File: config.mk
export PLATFORM = sky130hd
export DESIGN_NAME = wishbone_timer_slave
export DESIGN_NICKNAME = d
export VERILOG_FILES = /design/src/rtl/wishbone_timer_slave.sv
export SDC_FILE = /design/constraint.sdc
export NUM_CORES = 1
export LEC_CHECK = 0
export BUFFER_PORTS_ARGS = -buffer_cell sky130_fd_sc_hd__clkbuf_2
export CELL_PAD_IN_SITES_DETAIL_PLACEMENT = 0
export CELL_PAD_IN_SITES_GLOBAL_PLACEMENT = 1
export CORE_ASPECT_RATIO = 0.9
export CORE_MARGIN = 10
export CORE_UTILIZATION = 45
export CTS_CLUSTER_SIZE = 16
export DETAILED_ROUTE_END_ITERATION = 10
export PLACE_DENSITY_LB_ADDON = 0.1
export SLEW_MARGIN = 20
export SYNTH_ARGS = -nofsm -noshare
export SYNTH_HDL_FRONTEND = slang
export SYNTH_SLANG_ARGS = --single-unit
File: constraint.sdc
create_clock -name i_CLK -period 5.65 [get_ports i_CLK]
set_clock_uncertainty 0.15 [all_clocks]
set_input_delay 0.565 -clock i_CLK [delete_from_list [all_inputs] [get_ports i_CLK]]
set_output_delay 0.565 -clock i_CLK [all_outputs]
set_load 0.05 [all_outputs]
File: src/rtl/wishbone_timer_slave.sv
// Wishbone B4 classic slave holding a prescaled 32-bit up-counter with compare match,
// auto-reload and a level interrupt. Single-cycle acknowledge, byte-lane writes.
module wishbone_timer_slave #(
    parameter int DATA_WIDTH = 32,
    parameter int ADDR_WIDTH = 32
) (
    input  logic                  i_CLK,
    input  logic                  i_RST,
    input  logic [ADDR_WIDTH-1:0] i_ADDR,
    input  logic [DATA_WIDTH-1:0] i_DATA,
    output logic [DATA_WIDTH-1:0] o_DATA,
    input  logic                  i_WE,
    input  logic [3:0]            i_SEL,
    input  logic                  i_STB,
    input  logic                  i_CYC,
    output logic                  o_ACK,
    input  logic                  i_TAGN,
    output logic                  o_TAGN,
    output logic                  o_IRQ
);

    localparam logic [2:0] A_CTRL = 3'd0;
    localparam logic [2:0] A_PRE  = 3'd1;
    localparam logic [2:0] A_CNT  = 3'd2;
    localparam logic [2:0] A_CMP  = 3'd3;
    localparam logic [2:0] A_STAT = 3'd4;

    logic [2:0]  ctrl_q, ctrl_d;
    logic [15:0] prescale_q, prescale_d;
    logic [15:0] ps_q, ps_d;
    logic [31:0] count_q, count_d;
    logic [31:0] compare_q, compare_d;
    logic        match_q, match_d;
    logic        ack_q, ack_d;
    logic [31:0] rdata_q, rdata_d;
    logic        tagn_q, tagn_d;

    logic [2:0]  idx;
    logic        acc;
    logic        wr;
    logic        tick;
    logic        hit;
    logic        cnt_wr;
    logic [31:0] lane_mask;
    logic [31:0] cur;
    logic [31:0] wm;
    logic        unused_addr;

    assign unused_addr = ^{i_ADDR[ADDR_WIDTH-1:5], i_ADDR[1:0]};

    assign o_ACK  = ack_q;
    assign o_DATA = rdata_q;
    assign o_TAGN = tagn_q;
    assign o_IRQ  = match_q & ctrl_q[2];

    always_comb begin
        idx       = i_ADDR[4:2];
        acc       = i_CYC & i_STB & ~ack_q;
        wr        = acc & i_WE;
        cnt_wr    = wr && (idx == A_CNT);
        tick      = ctrl_q[0] && (ps_q == prescale_q);
        hit       = (count_q == compare_q);
        lane_mask = {{8{i_SEL[3]}}, {8{i_SEL[2]}}, {8{i_SEL[1]}}, {8{i_SEL[0]}}};

        case (idx)
            A_CTRL:  cur = {29'd0, ctrl_q};
            A_PRE:   cur = {16'd0, prescale_q};
            A_CNT:   cur = count_q;
            A_CMP:   cur = compare_q;
            A_STAT:  cur = {31'd0, match_q};
            default: cur = 32'd0;
        endcase
        wm = (cur & ~lane_mask) | (i_DATA & lane_mask);

        ctrl_d     = ctrl_q;
        prescale_d = prescale_q;
        compare_d  = compare_q;
        match_d    = match_q;
        ack_d      = acc;
        rdata_d    = (acc && !i_WE) ? cur : 32'd0;
        tagn_d     = acc ? i_TAGN : tagn_q;

        if (!ctrl_q[0] || tick) begin
            ps_d = 16'd0;
        end else begin
            ps_d = ps_q + 16'd1;
        end

        // With AUTORELOAD the match cycle itself restarts from 0; otherwise plain wrap-around.
        if (tick) begin
            count_d = (hit && ctrl_q[1]) ? 32'd0 : count_q + 32'd1;
        end else begin
            count_d = count_q;
        end

        if (wr) begin
            case (idx)
                A_CTRL: ctrl_d = wm[2:0];
                A_PRE: begin
                    prescale_d = wm[15:0];
                    ps_d       = 16'd0;
                end
                A_CNT:  count_d   = wm;
                A_CMP:  compare_d = wm;
                A_STAT: if (i_SEL[0] && i_DATA[0]) match_d = 1'b0;
                default: ;
            endcase
        end

        // A coincident bus write to COUNT swallows the tick, match included.
        if (tick && hit && !cnt_wr) begin
            match_d = 1'b1;
        end
    end

    always_ff @(posedge i_CLK or posedge i_RST) begin
        if (i_RST) begin
            ctrl_q     <= 3'd0;
            prescale_q <= 16'd0;
            ps_q       <= 16'd0;
            count_q    <= 32'd0;
            compare_q  <= 32'hFFFF_FFFF;
            match_q    <= 1'b0;
            ack_q      <= 1'b0;
            rdata_q    <= 32'd0;
            tagn_q     <= 1'b0;
        end else begin
            ctrl_q     <= ctrl_d;
            prescale_q <= prescale_d;
            ps_q       <= ps_d;
            count_q    <= count_d;
            compare_q  <= compare_d;
            match_q    <= match_d;
            ack_q      <= ack_d;
            rdata_q    <= rdata_d;
            tagn_q     <= tagn_d;
        end
    end

endmodule

# Word-level counts from Yosys, hierarchy flattened
# Cells that the tools add are included.
# totals
register_bits	134
inputBits	74
output_inout_bits	35
# classes
n_addsub	2
eq_ne	6
mux	13
n_bitwise	9
reduce_logical	19
# ops
op	n
two-way mux 32 bit	5
case mux 32 bit (5 select lines)	1
bitwise AND 32 bit	2
two-way mux 16 bit	3
adder 32 x 1 -> 32 bit (second input constant)	1
equality test 32 bit	1
NOT 32 bit	1
OR 32 bit	1
adder 16 x 1 -> 16 bit (second input constant)	1
equality test 16 bit	1
logical AND 1 bit	7
equality test 3 x 2 -> 1 bit (second input constant)	2
AND reduction 2 bit	3
nonzero test 2 bit	3
bitwise AND 1 bit	4
two-way mux 1 bit	4
equality test 3 x 1 -> 1 bit (second input constant)	1
equality test 3 bit (second input constant)	1
logical NOT 1 bit	3
logical NOT 3 bit	1
AND reduction 3 bit	1
logical OR 1 bit	1
NOT 1 bit	1

# Longest topological paths before layout
# depth
word_depth	8
mapped_depth	9
mapped_depth_nobuf	7

# Worst setup path after synthesis
# Ideal clock, no wire load.
# synth_timing
path_kind	register to register
startpoint	register count_q[0]
endpoint	register count_q[30]
setup_time_ps	94
arrival_time_ps	2089
required_ps	5406
path_slack_ps	3318
path_stages_with_launch	9
n_path_buf	1
period_less_slack_ps	2332
cell_sequence	dfrtp_1 > ha_1 > nand3_2 > or3_1 > buf_6 > nor4_4 > nand4_1 > xnor2_1 > a211oi_1
# synth_between
elab_chain_cells	6
elab_cells_between_ends	7
classes_between	add/sub (1); eq/ne (1); mux (4); reduce/logical (1)
# synth_rtl
element	line	text
start, declared	31	logic [31:0] count_q, count_d;
start signal, assigned	131	count_q <= count_d;
branches (longest 2 deep; another with adder 32 x 1 -> 32 bit)	-	
two-way mux 32 bit *	91	count_d = (hit && ctrl_q[1]) ? 32'd0 : count_q + 32'd1;
two-way mux 32 bit *	90	if (tick) begin
two-way mux 32 bit	97	case (idx)
two-way mux 32 bit *	96	if (wr) begin
via count_d[30]	31	
# Mark *: on every way through the listed nets, which the timed path passes.
# A chain may end at the register's enable or synchronous reset.

# Worst setup path in the final report
# layout_timing
startpoint	register count_q[4]
endpoint	register count_q[21]
# The elaborated chain is that of the path after synthesis.

==> flow_summary.ini <==
[timing]
final-setup-viol-count = 0
slew_viol_final = 0
hold_viol = 0
worstMarginPinSlew_ps = 1119
relSlewSlack_pct = 25.41
period_share_pct = 58.96
period_minus_slack_ps = 3331
rsz0062_at_grt = no
max_freq_mhz = 300.2
setup_tns_ps = 0
holdWs_ps = 148.3

[worst_setup_path]
critPathCapture = count_q[21]
start_kind = register
endpoint_kind = register
critical_path.startpoint = count_q[4]
r2r_cells = 7
crit_type = reg -> reg
rrSetupSlack_ps = 2320
cp.required_ps = 5780
r2r-end = count_q[21]
r2r_start = count_q[4]
worst_ep_arrival_time_ps = 3460
cp_max_fo = 21

[floorplanning]
num_rows = 44
die_y_um = 142.7
initial_utilization_pct = 46.17
die_w_um = 156.3
die_area_sq_um = 22300
core-area_sq_um = 16300
io_pins = 109

[global_routing]
grt_max_degree = 88
overflow = 0
grt_usage_pct = 19.53
grt_antenna_before_repair = 0
grt_pass1_wl_mm = 34.27
grt_pass1_vias = 6088

[clock_network]
cts_buffer_depth = 2
post-cts-setup-buffers = 0
worst_skew_pair.late_latency_ps = 430
cts_sinks = 134
cts_made_buffers = 17
htree_levels = 4
clk_pin_slew_ps = 60
cts_resized = 0
tritoncts = yes
root_buffer = clkbuf_16
hold_buffers = 0

[synth]
synth_cells = 779
synth.net_count = 855
synth_flop_cell = dfrtp_1
ys_types = 59
async_reset_ff_share_pct = 100.0
synth_area_sq_um = 7523
ys_seq_elements = 134
synth_edf_count = 0
synth_warnings = 0
yosysSeqAreaShare_pct = 45.10
syn_area_per_cell_sq_um = 9.658

[place]
gp_congestion = 0.8747
numPortBuffers = 79
placed_cells = 1012
hpwl_mm = 14.59

[final_layout]
final_cell_mix = dfrtp_1 (102), nand2_1 (83), clkbuf_2 (79)
nets = 900
final_common_cell = dfrtp_1
final_cells = 1044
n_fill_cell = 1545
diodes = 0
drive_above_1_share_pct = 23.54
final_core_util_pct = 52.19
syn_to_final_growth_pct = 13.04

[min_path]
hold_path.class = in -> async

[run]
maxCapViolCount = 0

[power]
ir_drop_uv = 216.0
p_switching_mw = 0.8912
power_per_cell_area_nw_per_um2 = 340.4
intPower_mw = 2.004
power_frac_clock_pct = 38.1
p_leak_nw = 3.636
switching_share_pct = 30.78
comb_power_share_pct = 19.6
power_frac_seq_pct = 42.3

[route]
ant_nets = 0
drt_iter0_drc = 459
first_pass_iters = 5
drc_errors = 0
avgViaCountPerCell = 5.809
drt-total-wl_mm = 21.18
via_count = 6065
avgRoutedWirePerCell_um = 20.28

[run_status]
outcome = finished clean
[power by group through the flow]
| stage | Clock [mW] | Sequential, mW | Combinational (mW) |
|---|---|---|---|
| after floorplan | 0 | 1.20 | 0.437 |
| after global placement | 0 | 1.23 | 0.557 |
| after detailed placement | 0 | 1.24 | 0.560 |
| after CTS | 1.12 | 1.22 | 0.564 |
| after global routing | 1.16 | 1.24 | 0.621 |
| final | 1.10 | 1.22 | 0.566 |
[worst min-delay path by stage]
stage                              from       endpoint  slack (ps)  depth (start not counted)
final                             i_RST     o_DATA[23]         150                          2
after CTS                         i_RST    count_q[19]         180                          2
after floorplan           compare_q[20]  compare_q[20]         320                          2
after global placement    compare_q[20]  compare_q[20]         330                          2
after detailed placement  compare_q[20]  compare_q[20]         330                          2
after global routing              i_RST     o_DATA[23]         210                          2
[metrics by stage]
stage | setup slack (ps) | power, mW | cell area [sq um]
after floorplan | 1405 | 1.632 | 7523
after global placement | 2355 | 1.789 | 7920
after detailed placement | 2312 | 1.798 | 7923
after CTS | 2355 | 2.906 | 8504
after global routing | 2166 | 3.027 | 8504
final | 2319 | 2.895 | 8504
[logic make-up (layout without fill, tap and decap cells)]
| kind of cell | count (synthesis) | after routing | share of synthesized area, % |
|---|---|---|---|
| AO/OA/AOI/OAI | 153 | 153 | 13.60 |
| buffers and inverters | 72 | 130 | 4.973 |
| AND/OR/NAND/NOR | 301 | 301 | 20.85 |
| multiplexers | 44 | 44 | 6.636 |
| adder cells (fa/ha/maj) | 2 | 2 | 0.3326 |
| XOR/XNOR | 73 | 73 | 8.498 |
| flip-flops | 134 | 134 | 45.10 |
[worst max-delay path, cell delays in order, from the launching register on]
cell and delay (ps):
dfrtp_1 500, xnor2_1 350, nand4_1 240, nor4_4 630, nand3_1 430, buf_4 350, o21ai_4 380, o22ai_1 150
[routing by layer]
layer | share of wire [%] | track usage (%) | up-vias
met4 | 1.2 | 5.261 | 0
met3 | 5.3 | 4.775 | 22
met1 | 49 | 27.61 | 3013
met2 | 45 | 29.16 | 152
met5 | 0 | 0 | -
li1 | - | - | 2878
[synthesized netlist by cell type (2+ instances only)]
cell type,n,area (sq um)
or3_1,4,25.02
clkbuf_2,2,10.01
a22oi_1,11,82.58
buf_6,9,101.4
and2_1,29,181.4
nand3b_1,3,22.52
a211oi_1,4,30.03
clkbuf_1,34,127.6
xnor2_1,52,455.4
xor2_1,21,183.9
nor2b_1,3,18.77
nand3_1,34,170.2
nor3_1,19,95.09
o21a_1,2,15.01
nor4_1,6,37.54
ha_1,2,25.02
o211ai_1,5,37.54
nand4b_1,4,35.03
buf_1,4,15.01
nor4_4,3,63.81
mux4_2,2,45.04
inv_1,10,37.54
o22ai_1,10,62.56
and3_1,8,50.05
buf_2,8,40.04
buf_4,4,30.03
dfrtp_1,102,2552
nor2_1,58,217.7
a31oi_1,16,100.1
a41oi_1,2,17.52
dfstp_2,32,840.8
nand2_1,83,311.6
a2bb2oi_1,4,35.03
nand4_1,36,225.2
o21ai_0,49,245.2
mux2i_1,15,150.1
a22o_1,22,192.7
a21oi_1,15,75.07
and4_1,2,17.52
mux2_2,27,304.0
a21bo_2,5,50.05
[sequential cells by signal (all words and copies together), names as in the netlist]
| signal | cells |
|---|---|
| compare_q | 32 |
| count_q | 32 |
| ctrl_q | 3 |
| match_q | 1 |
| o_ACK | 1 |
| o_DATA | 32 |
| o_TAGN | 1 |
| prescale_q | 16 |
| ps_q | 16 |
[cell type report]
cell class,instances,area (sq um),area share [%]
inverter,10,42.54,0.5002
sequential,134,3393,39.90
timing repair buffer,88,462.9,5.444
multi-input combinational,573,3765,44.27
tap,207,259.0,3.045
clock buffer,24,481.7,5.664
clock inverter,8,100.1,1.177
Power figures use the tool's default switching activity.
